==> src/rtl/hex_display_pkg.sv <==
// Shared segment encodings for the active-low seven-segment HEX displays.
// Pure constants: no latency, no flow control.
package hex_display_pkg;

  // Segment bit order is bit0=a .. bit6=g; a 0 lights the segment.
  typedef logic [6:0] seg_t;

  localparam seg_t SEG_0 = 7'b1000000;
  localparam seg_t SEG_1 = 7'b1111001;
  localparam seg_t SEG_2 = 7'b0100100;
  localparam seg_t SEG_3 = 7'b0110000;
  localparam seg_t SEG_4 = 7'b0011001;
  localparam seg_t SEG_5 = 7'b0010010;
  localparam seg_t SEG_6 = 7'b0000010;
  localparam seg_t SEG_7 = 7'b1111000;
  localparam seg_t SEG_8 = 7'b0000000;
  localparam seg_t SEG_9 = 7'b0010000;
  localparam seg_t SEG_A = 7'b0001000;
  localparam seg_t SEG_B = 7'b0000011;
  localparam seg_t SEG_C = 7'b1000110;
  localparam seg_t SEG_D = 7'b0100001;
  localparam seg_t SEG_E = 7'b0000110;
  localparam seg_t SEG_F = 7'b0001110;

  localparam seg_t SEG_BLANK = 7'h7F;
  localparam seg_t SEG_ALL   = 7'h00;

endpackage

==> src/rtl/hex_digit_to_seg.sv <==
// Decodes one hex nibble to an active-low seven-segment pattern.
// Combinational, zero latency, no flow control.
module hex_digit_to_seg
  import hex_display_pkg::*;
(
  input  logic [3:0] digit,
  output logic [6:0] seg
);

  always_comb begin
    seg = SEG_BLANK;
    case (digit)
      4'h0: seg = SEG_0;
      4'h1: seg = SEG_1;
      4'h2: seg = SEG_2;
      4'h3: seg = SEG_3;
      4'h4: seg = SEG_4;
      4'h5: seg = SEG_5;
      4'h6: seg = SEG_6;
      4'h7: seg = SEG_7;
      4'h8: seg = SEG_8;
      4'h9: seg = SEG_9;
      4'hA: seg = SEG_A;
      4'hB: seg = SEG_B;
      4'hC: seg = SEG_C;
      4'hD: seg = SEG_D;
      4'hE: seg = SEG_E;
      4'hF: seg = SEG_F;
    endcase
  end

endmodule

==> src/rtl/hex_display_driver.sv <==
// Multi-digit hex display driver: load register, LZ blanking, blink, lamp test.
// LOAD to HEX is 2 cycles, control inputs to HEX 1 cycle; no backpressure, always accepts.
module hex_display_driver
  import hex_display_pkg::*;
#(
  parameter int N_DIGITS  = 4,
  parameter int BLINK_DIV = 25000000
) (
  input  logic                  CLOCK_50,
  input  logic                  reset,
  input  logic [4*N_DIGITS-1:0] VALUE,
  input  logic                  LOAD,
  input  logic                  LZ_EN,
  input  logic [N_DIGITS-1:0]   BLINK_MASK,
  input  logic                  LAMP_TEST,
  output logic [7*N_DIGITS-1:0] HEX,
  output logic                  BLINK_PHASE
);

  localparam int CNT_W = (BLINK_DIV > 1) ? $clog2(BLINK_DIV) : 1;
  localparam logic [CNT_W-1:0] CNT_MAX = CNT_W'(BLINK_DIV - 1);

  logic [4*N_DIGITS-1:0] value_q;
  logic [CNT_W-1:0]      cnt_q;
  logic                  blink_q;
  logic [7*N_DIGITS-1:0] seg_raw;
  logic [7*N_DIGITS-1:0] hex_d;
  logic [7*N_DIGITS-1:0] hex_q;
  logic [N_DIGITS-1:0]   lz_blank;

  always_ff @(posedge CLOCK_50 or posedge reset) begin
    if (reset) begin
      value_q <= '0;
    end else if (LOAD) begin
      value_q <= VALUE;
    end
  end

  // Free-running blink prescaler; the phase flips on each wrap.
  always_ff @(posedge CLOCK_50 or posedge reset) begin
    if (reset) begin
      cnt_q   <= '0;
      blink_q <= 1'b0;
    end else if (cnt_q == CNT_MAX) begin
      cnt_q   <= '0;
      blink_q <= ~blink_q;
    end else begin
      cnt_q <= cnt_q + 1'b1;
    end
  end

  for (genvar g = 0; g < N_DIGITS; g++) begin : g_dec
    hex_digit_to_seg u_dec (
      .digit (value_q[4*g +: 4]),
      .seg   (seg_raw[7*g +: 7])
    );
  end

  // Zero run scanned from the most significant digit down; digit 0 never blanks.
  always_comb begin
    logic zero_run;
    zero_run = 1'b1;
    lz_blank = '0;
    for (int i = N_DIGITS - 1; i >= 0; i--) begin
      zero_run    = zero_run & (value_q[4*i +: 4] == 4'h0);
      lz_blank[i] = LZ_EN & zero_run & (i > 0);
    end
  end

  always_comb begin
    hex_d = '1;
    for (int i = 0; i < N_DIGITS; i++) begin
      if (LAMP_TEST) begin
        hex_d[7*i +: 7] = SEG_ALL;
      end else if (blink_q && BLINK_MASK[i]) begin
        hex_d[7*i +: 7] = SEG_BLANK;
      end else if (lz_blank[i]) begin
        hex_d[7*i +: 7] = SEG_BLANK;
      end else begin
        hex_d[7*i +: 7] = seg_raw[7*i +: 7];
      end
    end
  end

  always_ff @(posedge CLOCK_50 or posedge reset) begin
    if (reset) begin
      hex_q <= {N_DIGITS{SEG_BLANK}};
    end else begin
      hex_q <= hex_d;
    end
  end

  assign HEX         = hex_q;
  assign BLINK_PHASE = blink_q;

endmodule

==> config.mk <==
export PLATFORM = sky130hd
export DESIGN_NAME = hex_display_driver
export DESIGN_NICKNAME = d
export VERILOG_FILES = /design/src/rtl/hex_display_pkg.sv /design/src/rtl/hex_digit_to_seg.sv /design/src/rtl/hex_display_driver.sv
export SDC_FILE = /design/constraint.sdc
export NUM_CORES = 1
export LEC_CHECK = 0
export CORE_MARGIN = 2
export CORE_UTILIZATION = 50
export DETAILED_ROUTE_END_ITERATION = 12
export PLACE_DENSITY = 0.74
export SLEW_MARGIN = 40
export SYNTH_ARGS = -nofsm -noshare
export SYNTH_HDL_FRONTEND = slang
export SYNTH_HIERARCHICAL = 1
export SYNTH_SLANG_ARGS = --single-unit
export TNS_END_PERCENT = 100
==> constraint.sdc <==
create_clock -name CLOCK_50 -period 2.34 [get_ports CLOCK_50]
set_input_delay 0.468 -clock CLOCK_50 [delete_from_list [all_inputs] [get_ports CLOCK_50]]
set_output_delay 0.468 -clock CLOCK_50 [all_outputs]
set_load 0.02 [all_outputs]
==> impl_metrics.py, run 1 <==
metrics = {
    "run_status": {
        "status": "complete, no violations",
    },
    "setup_path": {
        "cp.depth": 6,
        "cp_slowest_cell": "or4_1",
        "path_delay_family": "simple AND/OR/NAND/NOR gates",
        "worst-r2r-cell-count": 6,
        "crit_path_start": "cnt_q[0]",
        "required_ns": 2.56,
        "endpoint_kind": "flip-flop",
        "crit_chain": "ha_1 > and4bb_1 > nand4b_1 > or4_1 > o211ai_1 > o31ai_1",
        "cp.buffers_inverters": 0,
        "r2r_start": "cnt_q[0]",
        "max_stage_delay_ns": 0.59,
        "critical_path_class": "flip-flop to flip-flop",
        "worstPathArrival_ns": 2.20,
        "cp_max_fo": 7,
        "cp-start-kind": "flip-flop",
    },
    "sta": {
        "fin_crit_sh": 0.843,
        "slew_violations": 0,
        "timing.fmax_mhz": 507,
        "setup_viol": 0,
        "slew_headroom": 0.573,
        "worst_slew_pin_slew_ns": 0.641,
        "period_needed_ns": 1.97,
        "finalSetupTns_ns": 0,
        "skew_ns": 0.00695,
        "rsz0062_at_grt": "no",
        "holdWs_ns": 0.410,
        "final_hold_viol_count": 0,
    },
    "final_layout": {
        "n_antenna_cell": 0,
        "nNetsFinal": 485,
        "drive_above_1_share": 0.179,
        "fin_cells": 538,
        "seqCellArea_sq_um": 1790,
        "syn_to_final_growth_pct": 20.2,
        "multi_input_area_sq_um": 1950,
        "design_area_sq_um": 4760,
        "nFillCells": 643,
    },
    "clocking": {
        "root_buffer": "clkbuf_8",
        "cts_buffers": 9,
        "htree_levels": 3,
        "clk_pin_slew_ns": 0.07,
        "cts_hold_buf": 0,
        "cts-resized-gates": 0,
        "clk_path_buf_depth": 2,
        "clock_latency_ns": 0.34,
        "cts.sinks": 70,
        "post-cts-setup-buffer-count": 0,
        "cts_tree": "yes",
    },
    "synthesis": {
        "ys_seq_area_frac": 0.451,
        "syn-cell-area_sq_um": 3960,
        "ys_ff_latch": 70,
        "synth.area.top_cells": "dfrtp_1 (27%), dfstp_2 (19%), ha_1 (9.2%), mux2_2 (5.7%), nor2_1 (4.5%)",
        "yosys_warnings": 6,
        "synth_fp_nets": 429,
        "syn_inst": 375,
        "avgSynthCellArea_sq_um": 10.6,
        "synth_top_area_share": 0.265,
        "yosysTopAreaCell": "dfrtp_1",
        "ys_types": 41,
    },
    "detailed_routing": {
        "post_drt_wl_per_cell_um": 14.4,
        "ant_nets": 0,
        "first_pass_iters": 4,
        "wl_mm": 7.73,
        "vias_per_cell": 5.10,
        "route.detailed.drc": 0,
        "vias": 2746,
        "drt_iter0_drc": 70,
    },
    "pwr": {
        "powerDensity_nw_per_um2": 597,
        "ir_drop_mv": 0.322,
        "p_leak_uw": 0.00215,
    },
    "global_routing": {
        "gr-usage-met3": 0.0572,
        "grtUsageMet2": 0.316,
        "grt_max_degree": 39,
        "antenna_found_initial": 0,
        "grt_pass1_vias": 2730,
        "grt_usage": 0.195,
        "grt-busiest-layer": "met2",
        "grt_pass1_wl_mm": 13.1,
        "overflow": 0,
        "use_met1": 0.254,
    },
    "die": {
        "die_area_sq_um": 8650,
        "dieHeight_um": 93.0,
        "coreArea_sq_um": 7690,
        "start_util": 0.515,
        "ios": 54,
        "die_w_um": 93.0,
        "num_rows": 32,
    },
    "worst_hold_path": {
        "hold_class": "input pin to async pin",
    },
    "place": {
        "place.gp.congestion": 0.852,
        "post-place-cells": 522,
        "dpl_cell_area_sq_um": 4600,
        "hpwl_mm": 5.63,
        "io_buffers": 53,
    },
    "job": {
        "max-cap-violations": 0,
    },
}
[logic make-up after synthesis]
family                     Yosys count  synth area share
AOI/OAI and AO/OA                   58            0.0900
xor gates and xnor gates            18            0.0398
adders and majority gates           29            0.0916
buffers and inverters               51            0.0575
DFF                                 70             0.451
muxes                               40             0.124
and+or+nand+nor                    109             0.146
[cells in the final DEF, fill, tap and decap left out, types with 3 or more instances in the layout]
| master | netlist | final |
|---|---|---|
| nand4_1 | 3 | 3 |
| nor4_1 | 5 | 5 |
| a32o_1 | 4 | 4 |
| inv_1 | 36 | 35 |
| and2b_2 | 4 | 4 |
| xnor2_1 | 8 | 8 |
| dfstp_2 | 28 | 28 |
| clkbuf_8 | 0 | 9 |
| mux2i_1 | 16 | 16 |
| nand3_1 | 13 | 13 |
| clkinv_2 | 0 | 4 |
| xor2_1 | 10 | 10 |
| buf_4 | 0 | 5 |
| nor2_1 | 47 | 47 |
| dfrtp_1 | 42 | 42 |
| clkdlybuf4s50_1 | 0 | 53 |
| or3b_1 | 4 | 4 |
| a22o_1 | 8 | 8 |
| mux2_2 | 20 | 20 |
| a21oi_1 | 26 | 26 |
| nand2_1 | 14 | 14 |
| ha_1 | 29 | 29 |
| o21ai_0 | 11 | 11 |
| mux4_1 | 4 | 4 |
| and3_1 | 5 | 5 |
[registers in the layout, summed over array words and instances (netlist names)]
register	cells
BLINK_PHASE	1
HEX	28
cnt_q	25
value_q	16
[final timing paths]
| path | to | slack (ns) |
|---|---|---|
| worst max-delay path | cnt_q[22] | 0.37 |
| worst min-delay path | value_q[8] | 0.41 |
| worst max register to register | cnt_q[22] | 0.37 |
| worst min register to register | cnt_q[24] | 0.51 |
| max in group asynchronous | HEX[11] | 1.36 |
| min in group CLOCK_50 | cnt_q[24] | 0.51 |
[power by group]
part	switching, uW	internal [uW]
clock network	437	378
registers	94.2	1320
logic	288	323
total	818	2020
[routing by layer]
| layer | part of all wire | vias to the layer above |
|---|---|---|
| met2 | 0.47 | 52 |
| li1 | - | 1392 |
| met1 | 0.47 | 1292 |
| met5 | 0 | - |
| met3 | 0.046 | 10 |
| met4 | 0.012 | 0 |
[layout make-up]
class / count / share of cell area
Sequential cell: 70 / 0.375
Multi-Input combinational cell: 254 / 0.409
Clock inverter: 5 / 0.00578
Tap cell: 102 / 0.0268
Timing Repair Buffer: 60 / 0.128
Inverter: 36 / 0.0284
Clock buffer: 11 / 0.0276
[cell usage after synthesis (all sizes together)]
| cell | n |
|---|---|
| a21oi | 26 |
| a22o | 8 |
| a22oi | 2 |
| a31oi | 1 |
| a32o | 4 |
| and2 | 2 |
| and2b | 4 |
| and3 | 5 |
| and4bb | 1 |
| buf | 11 |
| clkbuf | 4 |
| dfrtp | 42 |
| dfstp | 28 |
| ha | 29 |
| inv | 36 |
| mux2 | 20 |
| mux2i | 16 |
| mux4 | 4 |
| nand2 | 14 |
| nand3 | 13 |
| nand4 | 4 |
| nand4b | 1 |
| nor2 | 47 |
| nor3 | 2 |
| nor3b | 1 |
| nor4 | 8 |
| nor4bb | 1 |
| o211ai | 2 |
| o21ai | 13 |
| o31ai | 2 |
| or3 | 1 |
| or3b | 4 |
| or4 | 1 |
| xnor2 | 8 |
| xor2 | 10 |
[per-stage QoR]
stage | total power, uW | worst slack [ns] | utilization
final | 2840 | 0.367 | 0.620
after global routing | 3020 | 0.237 | 0.620
after CTS | 2880 | 0.375 | 0.620
after detailed placement | 2050 | 0.405 | 0.599
after global placement | 2030 | 0.473 | 0.599
after floorplan | 1840 | 0.150 | -
Power figures use the tool's default switching activity.
==> run 2: changes to the inputs <==
Settings changed: PLACE_DENSITY 0.74 to 0.77.
Clock period 2.34 ns to 1.8 ns, I/O delays scaled along.
==> impl_metrics.py, run 2 (synthesis results as in run 1) <==
metrics = {
    "clocking": {
        "clk_pin_slew_ns": 0.07,
        "root_buffer": "clkbuf_8",
        "cts_tree": "yes",
        "clock_latency_ns": 0.35,
        "cts_buffers": 9,
        "htree_levels": 3,
        "clk_path_buf_depth": 2,
        "cts_hold_buf": 0,
        "cts.sinks": 70,
    },
    "final_layout": {
        "layout_common_cells": "nor2_1 (47), dfrtp_1 (37), inv_1 (34), buf_4 (34)",
        "n_antenna_cell": 0,
        "layout_commonest_cell": "nor2_1",
        "fin_cells": 568,
        "largest_register_ffs": 28,
        "drive_above_1_share": 0.253,
        "nNetsFinal": 515,
        "finish.utilization": 0.654,
        "syn_to_final_growth_pct": 27.0,
    },
    "sta": {
        "slew_headroom": 0.606,
        "timing.fmax_mhz": 582,
        "worst_slew_pin_slew_ns": 0.591,
        "period_needed_ns": 1.72,
        "skew_ns": 0.00665,
        "setup_viol": 0,
        "final_hold_viol_count": 0,
        "slew_violations": 0,
        "fin_crit_sh": 0.955,
        "rsz0062_at_grt": "yes",
    },
    "job": {
        "max-cap-violations": 0,
    },
    "global_routing": {
        "grt_max_degree": 35,
        "antenna_found_initial": 0,
        "overflow": 0,
        "grt_pass1_vias": 3006,
        "grt_pass1_wl_mm": 13.8,
        "grt_usage": 0.203,
    },
    "detailed_routing": {
        "post_drt_wl_per_cell_um": 14.5,
        "drt_iter0_drc": 135,
        "vias_per_cell": 5.23,
        "vias": 2973,
        "route.detailed.drc": 0,
        "first_pass_iters": 4,
        "wl_mm": 8.21,
        "ant_nets": 0,
    },
    "setup_path": {
        "worstPathArrival_ns": 1.95,
        "critical_path_class": "flip-flop to flip-flop",
        "cp_max_fo": 7,
        "cp-start-kind": "flip-flop",
        "required_ns": 2.03,
        "endpoint_kind": "flip-flop",
    },
    "die": {
        "ios": 54,
        "num_rows": 32,
        "coreArea_sq_um": 7690,
        "die_w_um": 93.0,
        "start_util": 0.515,
        "die_area_sq_um": 8650,
        "dieHeight_um": 93.0,
    },
    "worst_hold_path": {
        "hold_class": "input pin to async pin",
    },
    "place": {
        "hpwl_mm": 5.88,
        "place.gp.congestion": 0.884,
        "io_buffers": 53,
        "post-place-cells": 547,
    },
    "pwr": {
        "p_leak_uw": 0.00240,
        "powerDensity_nw_per_um2": 749,
        "ir_drop_mv": 0.500,
    },
    "run_status": {
        "status": "complete, no violations",
    },
}
run 2: path summary, 6_finish.rpt:
path	startpoint	endpoint	slack (ns)	cells past startpoint
max in group asynchronous	reset	HEX[0]	0.97	3
max	cnt_q[6]	cnt_q[22]	0.08	5
min	reset	cnt_q[14]	0.31	2
max reg2reg	cnt_q[6]	cnt_q[22]	0.08	5
min reg2reg	cnt_q[24]	cnt_q[24]	0.49	1
min in group CLOCK_50	cnt_q[24]	cnt_q[24]	0.49	1
run 2: cell type report:
class	instances	area [sq um]
tap	102	128
clock buffer	15	166
clock inverter	1	5.00
timing repair buffer	90	811
inverter	36	139
multi-input combinational	254	1990
fill	609	2660
sequential	70	1790
run 2: timing repair:
item | in CTS | in global routing
gates resized for setup | 29 | 13
setup endpoints to repair | 33 | 16
setup buffers | 1 | 4
cloned | 0 | 0
pin swaps | 1 | 2
run 2: metrics by stage:
| step | hold slack (ns) | worst slack [ns] | total power (uW) | TNS [ns] | cell area [sq um] |
|---|---|---|---|---|---|
| CTS | 0.303 | 0.0101 | 3810 | 0 | 4960 |
| floorplan | 0.444 | 0.0576 | 2390 | 0 | 3970 |
| finish | 0.306 | 0.0809 | 3770 | 0 | 5030 |
| detailed placement | 0.478 | -0.0364 | 2710 | -0.0691 | 4810 |
| global placement | 0.472 | 0.0249 | 2680 | 0 | 4810 |
| global route | 0.323 | -0.0519 | 3980 | -0.251 | 5030 |
run 2: routing by layer:
| metal | vias to the layer above | share of wire | track usage |
|---|---|---|---|
| li1 | 1465 | - | - |
| met1 | 1418 | 0.42 | 0.250 |
| met2 | 76 | 0.50 | 0.335 |
| met3 | 14 | 0.062 | 0.0524 |
| met4 | 0 | 0.020 | 0.0980 |
| met5 | - | 0 | 0 |
run 2: report_power, final:
part | internal (uW) | switching, uW
Clock | 576 | 565
Sequential | 1720 | 83.2
Combinational | 400 | 423
run 2: critical path, stage by stage, from the launching register on:
cell,delay [ns]
dfrtp_1,0.46
and4bb_1,0.29
nand4b_1,0.14
or4_4,0.51
o211ai_1,0.12
o31ai_1,0.09
==> run 3: changes to the inputs <==
Settings changed: TNS_END_PERCENT 100 to 1.
Clock period 1.8 ns to 1.38 ns, I/O delays scaled along.
==> impl_metrics.py, run 3 (synthesis results as in run 1) <==
metrics = {
    "place": {
        "place.gp.congestion": 0.922,
        "dpl_worst_slack_ns": -0.485,
        "io_buffers": 53,
        "dpl_cell_area_sq_um": 5320,
        "hpwl_mm": 6.52,
        "post-place-cells": 612,
    },
    "setup_path": {
        "cp_max_fo": 6,
        "cp.buffers_inverters": 1,
        "cp-start-kind": "flip-flop",
        "path_delay_family": "simple AND/OR/NAND/NOR gates",
        "worst-r2r-cell-count": 7,
        "endpoint_kind": "flip-flop",
        "r2r-end": "cnt_q[24]",
        "cp_slowest_cell": "dfrtp_1",
        "r2r_slack_ns": -0.39,
        "critical_path_class": "flip-flop to flip-flop",
        "crit_chain": "ha_2 > buf_4 > nand4_1 > nor4_4 > nand2_2 > o211ai_1 > o31ai_1",
        "r2r_start": "cnt_q[1]",
        "max_stage_delay_ns": 0.37,
        "required_ns": 1.61,
        "worstPathArrival_ns": 2.00,
    },
    "clocking": {
        "clock_latency_ns": 0.35,
        "clk_path_buf_depth": 2,
        "cts_buffers": 9,
        "htree_levels": 3,
        "root_buffer": "clkbuf_8",
        "cts.sinks": 70,
        "clk_pin_slew_ns": 0.07,
        "cts_tree": "yes",
    },
    "die": {
        "dieHeight_um": 93.0,
        "die_area_sq_um": 8650,
        "num_rows": 32,
        "coreArea_sq_um": 7690,
        "start_util": 0.515,
        "die_w_um": 93.0,
        "ios": 54,
    },
    "pwr": {
        "p_leak_uw": 0.00263,
        "powerDensity_nw_per_um2": 929,
        "ir_drop_mv": 0.746,
    },
    "run_status": {
        "status": "finished, violations left",
        "violations": "negative setup slack",
    },
    "detailed_routing": {
        "drt_iter0_drc": 138,
        "ant_nets": 0,
        "route.detailed.drc": 0,
        "vias_per_cell": 5.27,
        "post_drt_wl_per_cell_um": 15.5,
        "wl_mm": 9.76,
        "vias": 3314,
        "first_pass_iters": 4,
    },
    "final_layout": {
        "nFillCells": 492,
        "layout_common_cells": "buf_4 (89), nor2_1 (46), dfrtp_1 (37)",
        "largest_register_ffs": 28,
        "drive_above_1_share": 0.497,
        "fin_cells": 629,
        "layout_commonest_cell": "buf_4",
        "multi_input_area_sq_um": 2150,
        "design_area_sq_um": 5580,
        "seqCellArea_sq_um": 1790,
        "nNetsFinal": 576,
        "n_antenna_cell": 0,
        "syn_to_final_growth_pct": 40.9,
    },
    "global_routing": {
        "overflow": 0,
        "antenna_found_initial": 0,
        "grt_pass1_wl_mm": 15.9,
        "grt_pass1_vias": 3402,
        "grt_usage": 0.233,
        "grt_max_degree": 29,
    },
    "sta": {
        "final_hold_viol_count": 0,
        "finalSetupTns_ns": -7.70,
        "timing.fmax_mhz": 564,
        "fin_crit_sh": 1.28,
        "slew_headroom": 0.770,
        "worst_slew_pin_slew_ns": 0.344,
        "rsz0062_at_grt": "yes",
        "slew_violations": 0,
        "skew_ns": 0.00533,
        "period_needed_ns": 1.77,
        "worst_slack_ns": -0.392,
        "setup_viol": 41,
    },
    "job": {
        "max-cap-violations": 0,
    },
    "worst_hold_path": {
        "hold_class": "input pin to async pin",
    },
}
-- run 3: metal layers --
layer,global-route usage,share of wire
met5,0,0
met4,0.0735,0.021
met3,0.0612,0.064
met2,0.404,0.51
met1,0.285,0.40
-- run 3: final cells by class --
cell class | count | share of cell area
inverter | 36 | 0.0258
timing repair buffer | 151 | 0.215
tap | 102 | 0.0229
multi-input combinational | 254 | 0.385
sequential | 70 | 0.321
clock buffer | 11 | 0.0253
clock inverter | 5 | 0.00448
-- run 3: power by group --
part	internal, uW	leakage [uW]	switching [uW]
Clock	687	0.0000926	778
Combinational	687	0.00172	691
Sequential	2250	0.000821	97.6
Total	3620	0.00263	1570
-- run 3: worst max-delay path by stage --
stage | from | cells past startpoint | endpoint
after floorplan | cnt_q[0] | 7 | cnt_q[22]
after global placement | cnt_q[8] | 5 | cnt_q[22]
after detailed placement | cnt_q[8] | 5 | cnt_q[19]
after CTS | cnt_q[1] | 6 | cnt_q[24]
after global routing | cnt_q[1] | 7 | cnt_q[24]
final | cnt_q[1] | 7 | cnt_q[24]
-- run 3: stage by stage --
stage          power (uW)   util  hold slack [ns]
4_1_cts              5090  0.712            0.450
6_report             5190  0.726            0.454
5_1_grt              5460  0.726            0.461
3_5_place_dp         3700  0.692            0.529
2_1_floorplan        3120      -            0.428
3_3_place_gp         3650  0.692            0.522
-- run 3: timing repair --
| item | 4_1_cts | 5_1_grt |
|---|---|---|
| pin swaps | 17 | 13 |
| endpoints found under the setup margin | 73 | 52 |
| hold buffers | 0 | 0 |
| buffers inserted | 1 | 0 |
| gates resized for setup | 152 | 41 |
-- run 3: worst min-delay path, delay by kind of cell --
family | cells | cell delay [ns]
buffers and inverters | 3 | 0.87
